### config.mk
export PLATFORM = sky130hd
export DESIGN_NAME = reset_sequencer
export DESIGN_NICKNAME = d
export VERILOG_FILES = /design/src/rtl/reset_sequencer.sv
export SDC_FILE = /design/constraint.sdc
export NUM_CORES = 1
export LEC_CHECK = 0
export BUFFER_PORTS_ARGS = -buffer_cell sky130_fd_sc_hd__buf_2
export CORE_MARGIN = 2
export CORE_UTILIZATION = 64
export CTS_CLUSTER_DIAMETER = 100
export DETAILED_ROUTE_END_ITERATION = 10
export PLACE_DENSITY_LB_ADDON = 0.05
export REMOVE_ABC_BUFFERS = 1
export SLEW_MARGIN = 0
export SYNTH_ARGS = -nofsm -noshare
export SYNTH_HDL_FRONTEND = slang
export SYNTH_SLANG_ARGS = --single-unit
### constraint.sdc
create_clock -name clk -period 5.6 [get_ports clk]
set_input_delay 0.28 -clock clk [delete_from_list [all_inputs] [get_ports clk]]
set_output_delay 0.28 -clock clk [all_outputs]
set_load 0.005 [all_outputs]
### src/rtl/reset_sequencer.sv
// ---------------------------------------------------------------------------
// reset_sequencer
//
// Turns a PLL lock indication into a set of staggered, per-domain resets.
// The asynchronous lock signal is synchronised, must stay high for a
// programmable run of consecutive cycles, and then the reset domains are
// released one at a time (bit 0 first: interconnect, then CPU, then
// peripherals). Losing lock or a software request reasserts every domain
// at once and restarts the whole sequence. Lock-loss aborts are counted.
//
// Parameters:
//   SYNC_STAGES  flops in the locked_async synchroniser (2..4)
//   HOLD_CYCLES  consecutive synchronised-locked cycles before first release
//   NUM_RESETS   number of reset domains (1..8)
//   STAGE_GAP    cycles between successive domain releases (1..255)
//
// Ports:
//   clk              PLL output clock
//   reset            asynchronous active-high power-on/external reset
//   locked_async     PLL lock, asynchronous to clk
//   sw_reset_req     single-cycle synchronous request to re-run the sequence
//   resets_out       per-domain active-high reset, bit 0 released first
//   ready            high when every domain is released
//   lock_loss_count  saturating count of lock-loss aborts since reset
// ---------------------------------------------------------------------------
module reset_sequencer #(
  parameter int SYNC_STAGES = 2,
  parameter int HOLD_CYCLES = 15,
  parameter int NUM_RESETS  = 3,
  parameter int STAGE_GAP   = 4
) (
  input  logic                  clk,
  input  logic                  reset,
  input  logic                  locked_async,
  input  logic                  sw_reset_req,
  output logic [NUM_RESETS-1:0] resets_out,
  output logic                  ready,
  output logic [7:0]            lock_loss_count
);

  localparam logic [15:0] HOLD_LAST = 16'(HOLD_CYCLES - 1);
  localparam logic [7:0]  GAP_LAST  = 8'(STAGE_GAP - 1);
  localparam logic [3:0]  IDX_LAST  = 4'(NUM_RESETS - 1);

  typedef enum logic [1:0] {
    ST_HOLD,
    ST_RELEASE,
    ST_RUN
  } state_t;

  logic [SYNC_STAGES-1:0] sync_reg;
  logic                   locked_s;
  logic                   abort;

  state_t                 state_reg, state_next;
  logic [15:0]            hold_reg, hold_next;
  logic [7:0]             gap_reg, gap_next;
  logic [3:0]             idx_reg, idx_next;
  logic [NUM_RESETS-1:0]  resets_reg, resets_next;
  logic                   ready_reg, ready_next;
  logic [7:0]             count_reg, count_next;
  logic [NUM_RESETS-1:0]  stage_sel;

  // Plain shift-register synchroniser; only its last stage is used.
  always_ff @(posedge clk or posedge reset) begin
    if (reset) begin
      sync_reg <= '0;
    end else begin
      sync_reg <= {sync_reg[SYNC_STAGES-2:0], locked_async};
    end
  end

  assign locked_s = sync_reg[SYNC_STAGES-1];
  assign abort    = ~locked_s | sw_reset_req;

  // One-hot select of the domain released next in RELEASE.
  for (genvar gi = 0; gi < NUM_RESETS; gi++) begin : g_sel
    assign stage_sel[gi] = (idx_reg == 4'(gi));
  end

  always_ff @(posedge clk or posedge reset) begin
    if (reset) begin
      state_reg  <= ST_HOLD;
      hold_reg   <= '0;
      gap_reg    <= '0;
      idx_reg    <= '0;
      resets_reg <= '1;
      ready_reg  <= 1'b0;
      count_reg  <= '0;
    end else begin
      state_reg  <= state_next;
      hold_reg   <= hold_next;
      gap_reg    <= gap_next;
      idx_reg    <= idx_next;
      resets_reg <= resets_next;
      ready_reg  <= ready_next;
      count_reg  <= count_next;
    end
  end

  always_comb begin
    state_next  = state_reg;
    hold_next   = hold_reg;
    gap_next    = gap_reg;
    idx_next    = idx_reg;
    resets_next = resets_reg;
    ready_next  = ready_reg;
    count_next  = count_reg;

    if ((state_reg != ST_HOLD) && abort) begin
      // Every domain is reasserted together; only a lock loss is counted,
      // and it still counts when a software request arrives in the same cycle.
      state_next  = ST_HOLD;
      hold_next   = '0;
      gap_next    = '0;
      idx_next    = '0;
      resets_next = '1;
      ready_next  = 1'b0;
      if (!locked_s && (count_reg != 8'hFF)) begin
        count_next = count_reg + 8'd1;
      end
    end else begin
      case (state_reg)
        ST_HOLD: begin
          resets_next = '1;
          ready_next  = 1'b0;
          gap_next    = '0;
          idx_next    = '0;
          if (abort) begin
            // Strict consecutive run: any gap in lock, or a software
            // request, starts the count over.
            hold_next = '0;
          end else if (hold_reg == HOLD_LAST) begin
            hold_next      = '0;
            resets_next[0] = 1'b0;
            if (NUM_RESETS == 1) begin
              state_next = ST_RUN;
              ready_next = 1'b1;
            end else begin
              state_next = ST_RELEASE;
              idx_next   = 4'd1;
            end
          end else begin
            hold_next = hold_reg + 16'd1;
          end
        end

        ST_RELEASE: begin
          if (gap_reg == GAP_LAST) begin
            resets_next = resets_reg & ~stage_sel;
            gap_next    = '0;
            idx_next    = idx_reg + 4'd1;
            if (idx_reg == IDX_LAST) begin
              state_next = ST_RUN;
              ready_next = 1'b1;
            end
          end else begin
            gap_next = gap_reg + 8'd1;
          end
        end

        ST_RUN: begin
          resets_next = '0;
          ready_next  = 1'b1;
        end

        default: begin
          state_next  = ST_HOLD;
          resets_next = '1;
          ready_next  = 1'b0;
        end
      endcase
    end
  end

  assign resets_out      = resets_reg;
  assign ready           = ready_reg;
  assign lock_loss_count = count_reg;

endmodule
==> qor.yml, run 1 <==
run_status:
  run_status: "completed"
critical_path:
  cp-start-kind: "flip-flop"
  crit_family: "simple AND/OR/NAND/NOR gates"
  cpPeakStageDelay_ns: 0.47
  r2r_slack_ns: 3.33
  crit_path_max_fanout: 16
  critPathSlowestCell: "ha_1"
  end_kind: "flip-flop"
  worstRegToRegCells: 6
  r2r_end: "idx_reg[2]"
  cp.arrival_ns: 2.46
  r2r_start: "state_reg[1]"
  timing.critical_path.buf_inv: 1
  path_depth: 6
  crit_type: "reg2reg"
  critPathRequiredTime_ns: 5.79
  path_cells: "inv_1, ha_1, o21ai_0, or2_1, and4_2, nor4_2"
synth:
  synth-main-ff-cell: "dfrtp_1"
  syn_inst: 246
  synth_xor_area_share_pct: 7.74
  synth_compound_area_share_pct: 11.0
  synth_top_area_share_pct: 43.2
  async_flop_share_pct: 100
  synth_area_leaders: "dfrtp_1 (43%), ha_1 (6.3%), nor2_1 (5.1%)"
  yosysMostFrequentCell: "dfrtp_1"
  yosys.area.top_type: "dfrtp_1"
  synth_top_family_by_area: "simple AND/OR/NAND/NOR gates"
  synth_edf_count: 0
  synthMuxAreaShare_pct: 1.37
  syn_area_um2: 2370
  syn_area_per_cell_um2: 9.65
  synth_cell_type_count: 45
  ys_seq_elements: 44
  synth-seq-area-share_pct: 46.5
  yosys_warnings: 0
  synth_fa_ha_area_share_pct: 6.32
  synthSimpleGateAreaFrac_pct: 23.2
  yosys-top-cells-count: "dfrtp_1 (41), nor2_1 (32), nand2_1 (19)"
timing:
  slew_viol_final: 0
  setup_viol: 0
  worst_slew_pin_slew_ns: 0.548
  max-slew-margin-rel_pct: 63.4
  rsz0062_at_grt: "no"
  finClkSkew_ns: 0.0103
  finalSetupTns_ns: 0
  min_period_ns: 2.27
  fmax_mhz: 441
  final_hold_viol_count: 0
  final.period_utilization_pct: 40.5
route:
  drtIter0Drc: 187
  ant_nets: 0
  drc: 0
  firstDrtPassIters: 4
  drt-total-wl_um: 4540
  wl_per_cell_um: 14.5
  vias: 1815
  detail_route.vias_per_cell: 5.80
finish:
  drive_gt1_share_pct: 14.3
  area_growth_pct: 8.75
  fin_area_um2: 2580
  fin_nets: 281
  post-route-util_pct: 71.6
  antenna_cells: 0
  final_cells: 313
  largest_reg_flops: 16
cts:
  cts_sinks: 44
  path_clk_slew_ns: 0.07
  post_cts_buffers: 0
  cts_buffers: 5
  cts_max_level: 2
  clk-insertion-delay-late_ns: 0.30
  cts.repair.resized: 0
  hold_buffers: 0
  cts_tree: "yes"
  cts.path.max_buffers: 2
  cts_root_buffer: "clkbuf_8"
die:
  dieArea_um2: 4210
  die_x_um: 64.9
  io_pins: 16
  row_count: 22
  start_util_pct: 65.9
  die_h_um: 64.9
  core_um2: 3610
global_routing:
  grt_pass1_wl_um: 7960
  grt_use_total_pct: 24.1
  grt_overflow_total: 0
  grt_max_degree: 45
  grt_pass1_vias: 1745
  antenna_found_initial: 0
run:
  cap_violations: 0
place:
  numPlacedInstances: 306
  port_buffers: 15
  gp_congestion: 0.839
  dp_hpwl_um: 3130
  place_area_um2: 2490
worst_hold_path:
  min_to: "sync_reg[0]"
  hold_start: "locked_async"
  holdPathStages: 1
  hp-class: "in2reg"
power:
  ir_drop_v: 0.000192
  p_leak_nw: 1.12
  power.density_nw_per_um2: 211
  finalPower_mw: 0.546
-- power breakdown --
group          switching [mW]  internal (mW)
Combinational          0.0107        0.00417
Sequential            0.00143          0.319
Clock                   0.101          0.110
Total                   0.113          0.433
-- layout by cell type (no fill, tap or decap), types with 2 or more instances in the layout --
cell and n:
and4_1 2, a31oi_1 3, nor4b_1 2, nand2_1 19, buf_2 15, a21oi_1 11, buf_4 3, o21ai_0 17
o21ai_1 2, dfstp_2 3, dfrtp_1 41, or3b_2 2, clkbuf_8 7, o2bb2ai_1 2, nand3_1 9, ha_1 12
nor3_1 12, nor2_1 32, nand4_1 11, and3_1 2, inv_1 11, mux2_2 2, or3_1 3, xor2_1 10
xnor2_1 11
-- stage by stage --
step                setup slack [ns]  hold WS (ns)
floorplan                       3.55         0.311
global placement                3.48         0.333
detailed placement              3.35         0.336
CTS                             3.34        0.0858
global route                    3.12        0.0771
finish                          3.33        0.0947
-- logic make-up (layout without fill, tap and decap cells) --
family,count (synthesis),in the layout
AOI/OAI and AO/OA,44,44
buffers and inverters,18,37
xor gates and xnor gates,21,21
and+or+nand+nor,104,104
adders and majority gates,12,12
muxes,3,3
DFF,44,44
-- final cells by class --
cell class	count	area [µm²]
fill	282	1020
multi-input combinational	184	1180
clock buffer	7	96.3
inverter	12	45.0
sequential	44	1100
timing repair buffer	18	97.6
tap	48	60.1
-- routing by layer --
| layer | vias to the layer above | track usage (%) | wire length, µm |
|---|---|---|---|
| met5 | - | 0 | 0 |
| met4 | 0 | 7.71 | 53 |
| met3 | 6 | 5.73 | 145 |
| met2 | 37 | 36.7 | 2080 |
| met1 | 867 | 34.1 | 2260 |
| li1 | 905 | - | - |
-- worst max path at each step --
stage / startpoint / endpoint / slack (ns)
final: state_reg[1] / idx_reg[2] / 3.33
after detailed placement: state_reg[1] / idx_reg[2] / 3.35
after global placement: state_reg[0] / hold_reg[13] / 3.48
after floorplan: state_reg[1] / gap_reg[7] / 3.55
after CTS: state_reg[1] / idx_reg[2] / 3.34
after global routing: state_reg[1] / idx_reg[2] / 3.12
Note: power is estimated with default switching activity, not from simulation.
==> run 2, diff against run 1 <==
--- a/config.mk
+++ b/config.mk
@@ -7,7 +7,7 @@
 export LEC_CHECK = 0
 export BUFFER_PORTS_ARGS = -buffer_cell sky130_fd_sc_hd__buf_2
 export CORE_MARGIN = 2
-export CORE_UTILIZATION = 64
+export CORE_UTILIZATION = 60
 export CTS_CLUSTER_DIAMETER = 100
 export DETAILED_ROUTE_END_ITERATION = 10
 export PLACE_DENSITY_LB_ADDON = 0.05
==> constraint.sdc (replaced) <==
create_clock -name clk -period 2.12 [get_ports clk]
set_input_delay 0.106 -clock clk [delete_from_list [all_inputs] [get_ports clk]]
set_output_delay 0.106 -clock clk [all_outputs]
set_load 0.005 [all_outputs]
==> run 2 against run 1 <==
Compared with the run above: the flow now finishes with violations (negative setup slack); core utilization increased by 1.5 points; clock power grew to 3.1 times the previous value; non-clock buffer count up 14; combinational power increased to 2.9 times the previous value; power grew to 2.8 times the previous value; setup slack got worse by 3.4 ns; critical path depth rose by 1; die area rose by 6.2%; final area rose by 6.0%; fmax is 4.6% higher.
==> qor.yml, run 2 (synthesis results as in run 1) <==
global_routing:
  grt_overflow_total: 0  # unchanged
  grt_pass1_vias: 1713  # -1.8%
  antenna_found_initial: 0  # unchanged
  grt_max_degree: 29  # -36%
  grt_use_total_pct: 24.0  # -0.14 points
  grt_pass1_wl_um: 7840  # -1.6%
place:
  dp_hpwl_um: 3390  # +8.3%
  port_buffers: 15  # unchanged
  gp_congestion: 0.903  # +7.7%
  numPlacedInstances: 314  # +2.6%
cts:
  cts_buffers: 5  # unchanged
  cts.path.max_buffers: 2  # unchanged
  cts_tree: "yes"
  cts_root_buffer: "clkbuf_8"
  cts_max_level: 2  # unchanged
  path_clk_slew_ns: 0.09  # +0.02 ns
  clk-insertion-delay-late_ns: 0.31  # about the same
  cts_sinks: 44  # unchanged
critical_path:
  r2r_start: "gap_reg[0]"
  path_cells: "ha_2, or4b_4, nor4_4, buf_4, a21oi_4, or4_1, o21ai_1"
  cpPeakStageDelay_ns: 0.48  # about the same
  critPathRequiredTime_ns: 2.36  # -3.43 ns
  r2r_end: "state_reg[0]"
  startpoint: "gap_reg[0]"
  cp.arrival_ns: 2.41  # -0.05 ns
  crit_type: "reg2reg"
  end_kind: "flip-flop"
  critPathSlowestCell: "or4b_4"
  crit_path_max_fanout: 6  # -10
  worstRegToRegCells: 7  # +1
  r2r_slack_ns: -0.05  # -3.38 ns
  cp-start-kind: "flip-flop"
timing:
  worst_slack_ns: -0.0485  # -3.38 ns
  min_period_ns: 2.17  # -0.0989 ns
  final.period_utilization_pct: 102  # +62 points
  slew_viol_final: 0  # unchanged
  worst_slew_pin_slew_ns: 0.967  # +0.419 ns
  whs_ns: 0.281  # +0.186 ns
  final_hold_viol_count: 0  # unchanged
  setup_viol: 1  # +1
  max-slew-margin-rel_pct: 35.1  # -28 points
  fmax_mhz: 461  # +4.6%
  finalSetupTns_ns: -0.0485  # -0.0485 ns
  rsz0062_at_grt: "yes"
  finClkSkew_ns: 0.00522  # -0.00503 ns
route:
  wl_per_cell_um: 14.6  # +0.58%
  drtIter0Drc: 140  # -25%
  detail_route.vias_per_cell: 5.78  # -0.26%
  firstDrtPassIters: 4  # unchanged
  drt-total-wl_um: 4780  # +5.4%
  vias: 1897  # +4.5%
  ant_nets: 0  # unchanged
  drc: 0  # unchanged
worst_hold_path:
  hold_start: "sw_reset_req"
  min_to: "gap_reg[6]"
  hp-class: "in2reg"
  holdPathStages: 5  # +4
die:
  die_x_um: 66.9  # +3.1%
  core_um2: 3740  # +3.8%
  dieArea_um2: 4480  # +6.2%
  die_h_um: 66.9  # +3.1%
  start_util_pct: 63.4  # -2.4 points
  io_pins: 16  # unchanged
  row_count: 22  # unchanged
finish:
  drive_gt1_share_pct: 19.6  # +5.3 points
  final_cell_mix: "dfrtp_1 (41), nor2_1 (32), nand2_1 (19), o21ai_0 (17)"
  largest_reg_flops: 16  # unchanged
  fillerInstances: 289  # +2.5%
  fin_nets: 295  # +5.0%
  area_growth_pct: 15.3
  final_common_cell: "dfrtp_1"
  final_cells: 328  # +4.8%
  antenna_cells: 0  # unchanged
  post-route-util_pct: 73.1  # +1.5 points
power:
  p_leak_nw: 1.19  # +6.3%
  finalPower_mw: 1.55  # +180%
  ir_drop_v: 0.000477  # +150%
  power.density_nw_per_um2: 567  # +170%
run_status:
  run_status: "complete, but fails checks"
  violations: "negative setup slack"
run:
  cap_violations: 0  # unchanged
run 2: how the worst max path moves through the flow:
stage,to,slack [ns]
2_1_floorplan,gap_reg[7],0.07
3_3_place_gp,state_reg[0],0.11
3_5_place_dp,state_reg[0],0.06
4_1_cts,state_reg[0],0.03
5_1_grt,state_reg[0],-0.12
6_report,state_reg[0],-0.05
run 2: critical path: cells and delay by family, from the launching register on:
| family | cells | cell delay (ns) |
|---|---|---|
| and+or+nand+nor | 3 | 1.13 |
| DFF | 1 | 0.40 |
| adders and majority gates | 1 | 0.22 |
| buffers and inverters | 1 | 0.19 |
| AOI/OAI and AO/OA | 2 | 0.15 |
run 2: layout make-up:
type,instances,area (µm²),share of cell area [%]
Clock buffer,5,68.8,2.51
Clock inverter,3,46.3,1.69
Inverter,12,45.0,1.65
Multi-Input combinational cell,184,1200,44.0
Sequential cell,44,1100,40.4
Tap cell,48,60.1,2.19
Timing Repair Buffer,32,208,7.59
run 2: timing repair:
action,in CTS,in global routing
hold endpoints to repair,24,0
hold buffers,2,0
buffers inserted,0,4
gates resized for setup,0,5
setup endpoints to repair,0,10
run 2: routing by layer:
metal | routed length, µm | GRT usage (%)
met1 | 2290 | 32.7
met4 | 88 | 10.7
met2 | 2230 | 36.8
met3 | 174 | 4.90
met5 | 0 | 0
run 2: per-stage QoR:
step           worst slack, ns  cell area (µm²)
2_1_floorplan           0.0697             2330
3_3_place_gp             0.113             2550
3_5_place_dp            0.0624             2550
4_1_cts                 0.0277             2680
5_1_grt                 -0.121             2740
6_report               -0.0485             2740
run 2: power by group:
group	total [mW]	leakage, nW	internal, mW	switching (mW)
Combinational	0.0436	0.541	0.0146	0.0290
Sequential	0.846	0.599	0.842	0.00391
Clock	0.661	0.0548	0.355	0.306
Total	1.55	1.19	1.21	0.339
==> run 3, diff against run 2 <==
--- a/config.mk
+++ b/config.mk
@@ -7,7 +7,7 @@
 export LEC_CHECK = 0
 export BUFFER_PORTS_ARGS = -buffer_cell sky130_fd_sc_hd__buf_2
 export CORE_MARGIN = 2
-export CORE_UTILIZATION = 60
+export CORE_UTILIZATION = 54
 export CTS_CLUSTER_DIAMETER = 100
 export DETAILED_ROUTE_END_ITERATION = 10
 export PLACE_DENSITY_LB_ADDON = 0.05
==> constraint.sdc (replaced) <==
create_clock -name clk -period 1.8 [get_ports clk]
set_input_delay 0.09 -clock clk [delete_from_list [all_inputs] [get_ports clk]]
set_output_delay 0.09 -clock clk [all_outputs]
set_load 0.005 [all_outputs]
==> run 3 against run 2 <==
Compared with the run above: the run still ends with negative setup slack left; sequential cell count unchanged; first-iteration DRC count fell by 31%; worst hold slack better by 0.0098 ns; combinational power is 39% higher; sequential power grew 18%; core utilization is 1.9 points lower; final cell count up 13%; die area rose by 10%; critical path depth unchanged; largest power group unchanged.
==> qor.yml, run 3 (synthesis results as in run 1) <==
timing:
  min_period_ns: 1.97  # -0.195 ns
  slew_viol_final: 0  # unchanged
  worst_slew_pin_slew_ns: 0.551  # -0.416 ns
  fmax_mhz: 507  # +9.9%
  final_hold_viol_count: 0  # unchanged
  rsz0062_at_grt: "yes"
  finClkSkew_ns: 0.00493  # -0.000294 ns
  finalSetupTns_ns: -0.755  # -0.707 ns
  final.period_utilization_pct: 110  # +7.4 points
  worst_slack_ns: -0.174  # -0.125 ns
  setup_viol: 13  # +12
  max-slew-margin-rel_pct: 63.3  # +28 points
finish:
  fillerInstances: 344  # +19%
  drive_gt1_share_pct: 32.5  # +13 points
  fin_area_um2: 3060  # +12%
  final_common_cell: "buf_4"
  largest_reg_flops: 16  # unchanged
  antenna_cells: 0  # unchanged
  fin_nets: 332  # +13%
  final_cell_mix: "buf_4 (50), dfrtp_1 (41), nor2_1 (32), nand2_1 (18), buf_2 (15)"
  post-route-util_pct: 71.3  # -1.9 points
  area_growth_pct: 28.9
global_routing:
  grt_pass1_wl_um: 8780  # +12%
  antenna_found_initial: 0  # unchanged
  grt_pass1_vias: 1946  # +14%
  grt_use_total_pct: 22.4  # -1.6 points
  grt_overflow_total: 0  # unchanged
  grt_max_degree: 45  # +55%
power:
  power_frac_clock_pct: 38.2  # -4.4 points
  power_frac_seq_pct: 58.3  # +3.7 points
  pwr-share-comb_pct: 3.6  # +0.8 points
  power.density_nw_per_um2: 558  # -1.6%
  p_leak_nw: 1.38  # +16%
  switchingPower_mw: 0.381  # +12%
  ir_drop_v: 0.000381  # -20%
  swShare_pct: 22.3  # +0.45 points
  p_int_mw: 1.33  # +9.4%
die:
  dieArea_um2: 4940  # +10%
  row_count: 24  # +9.1%
  io_pins: 16  # unchanged
  start_util_pct: 55.3  # -8.1 points
  die_h_um: 70.3  # +5.1%
  core_um2: 4290  # +15%
  die_x_um: 70.3  # +5.1%
critical_path:
  timing.critical_path.buf_inv: 1  # unchanged
  critPathSlowestCell: "or4b_4"
  crit_family: "simple AND/OR/NAND/NOR gates"
  path_cells: "ha_1, or4b_4, nor4_4, buf_4, a21oi_2, or4_1, o21ai_1"
  end_kind: "flip-flop"
  cpPeakStageDelay_ns: 0.47  # about the same
  cp-start-kind: "flip-flop"
  crit_type: "reg2reg"
  crit_path_max_fanout: 4  # -2
  critPathRequiredTime_ns: 2.03  # -0.33 ns
  cp.arrival_ns: 2.20  # -0.21 ns
route:
  wl_per_cell_um: 13.9  # -4.9%
  ant_nets: 0  # unchanged
  detail_route.vias_per_cell: 5.41  # -6.4%
  drtIter0Drc: 97  # -31%
  drt-total-wl_um: 5120  # +7.0%
  drc: 0  # unchanged
  firstDrtPassIters: 4  # unchanged
  vias: 1997  # +5.3%
cts:
  clk-insertion-delay-late_ns: 0.29  # -0.02 ns
  cts_buffers: 5  # unchanged
  cts_tree: "yes"
  cts_root_buffer: "clkbuf_8"
  path_clk_slew_ns: 0.08  # about the same
  cts_max_level: 2  # unchanged
  cts.path.max_buffers: 2  # unchanged
  cts_sinks: 44  # unchanged
run:
  cap_violations: 0  # unchanged
run_status:
  violations: "negative setup slack"
  run_status: "complete, but fails checks"
place:
  place_ws_ns: -0.183  # -0.245 ns
  port_buffers: 15  # unchanged
  place_area_um2: 2770  # +8.7%
  dp_hpwl_um: 3610  # +6.4%
  gp_congestion: 0.857  # -5.1%
worst_hold_path:
  hp-class: "in2reg"
-- run 3: cell count changes in the layout (fill, tap and decap cells not counted), moves of 2 or more --
cell / before / now
ha_1: 11 / 9
nor3_2: 0 / 2
o21ai_1: 2 / 8
nor3_1: 12 / 10
inv_2: 0 / 2
buf_6: 0 / 2
a21oi_2: 0 / 2
o21ai_0: 17 / 10
nor4b_1: 2 / 0
buf_4: 15 / 50
inv_1: 11 / 9
-- run 3: repair_timing --
item,in CTS,in global routing
pin swaps,4,6
setup buffers,4,8
resized for setup,6,21
hold buffers,2,0
setup endpoints to repair,20,37
endpoints found under the hold margin,42,0
-- run 3: power by group through the flow --
stage / logic [mW] / registers (mW) / clock network (mW)
CTS: 0.0578 / 0.995 / 0.671
global route: 0.0690 / 0.995 / 0.711
detailed placement: 0.0541 / 1.01 / 0
floorplan: 0.0302 / 1.01 / 0
finish: 0.0606 / 0.995 / 0.651
global placement: 0.0535 / 1.01 / 0
-- run 3: per-stage QoR --
step,power [mW],std cells,hold WS [ns]
2_1_floorplan,1.05,240,0.121
3_3_place_gp,1.07,347,0.198
3_5_place_dp,1.07,347,0.206
4_1_cts,1.72,361,0.277
5_1_grt,1.78,369,0.324
6_report,1.71,369,0.291
-- run 3: layout make-up --
| class | instances | area, µm² | area share, % |
|---|---|---|---|
| well taps | 52 | 65.1 | 2.13 |
| multi-input cells | 184 | 1250 | 41.0 |
| clock buffers | 6 | 82.6 | 2.70 |
| repair buffers | 69 | 493 | 16.1 |
| flip-flops and latches | 44 | 1100 | 36.1 |
| inverters | 12 | 45.0 | 1.47 |
| clock inverters | 2 | 15.0 | 0.491 |
-- run 3: final timing paths --
kind / from / to / slack (ns) / cells after the start
max: gap_reg[0] / state_reg[0] / -0.17 / 7
min: sw_reset_req / gap_reg[6] / 0.29 / 5
max reg2reg: gap_reg[0] / state_reg[0] / -0.17 / 7
min reg2reg: sync_reg[0] / sync_reg[1] / 0.35 / 0
max in group asynchronous: reset / resets_out[1] / 0.94 / 4
min in group asynchronous: reset / gap_reg[6] / 0.48 / 4
-- run 3: routing by layer --
layer | global-route usage, % | wire (µm) | vias up
met5 | 0 | 0 | -
met4 | 6.84 | 53 | 0
met3 | 3.46 | 130 | 4
met2 | 35.4 | 2440 | 24
met1 | 31.7 | 2490 | 962
li1 | - | - | 1007
-- run 3: worst reg2reg max path, stage by stage, from the launching register on --
cell	delay, ns
dfrtp_1	0.37
ha_1	0.16
or4b_4	0.47
nor4_4	0.21
buf_4	0.17
a21oi_2	0.05
or4_1	0.39
o21ai_1	0.08
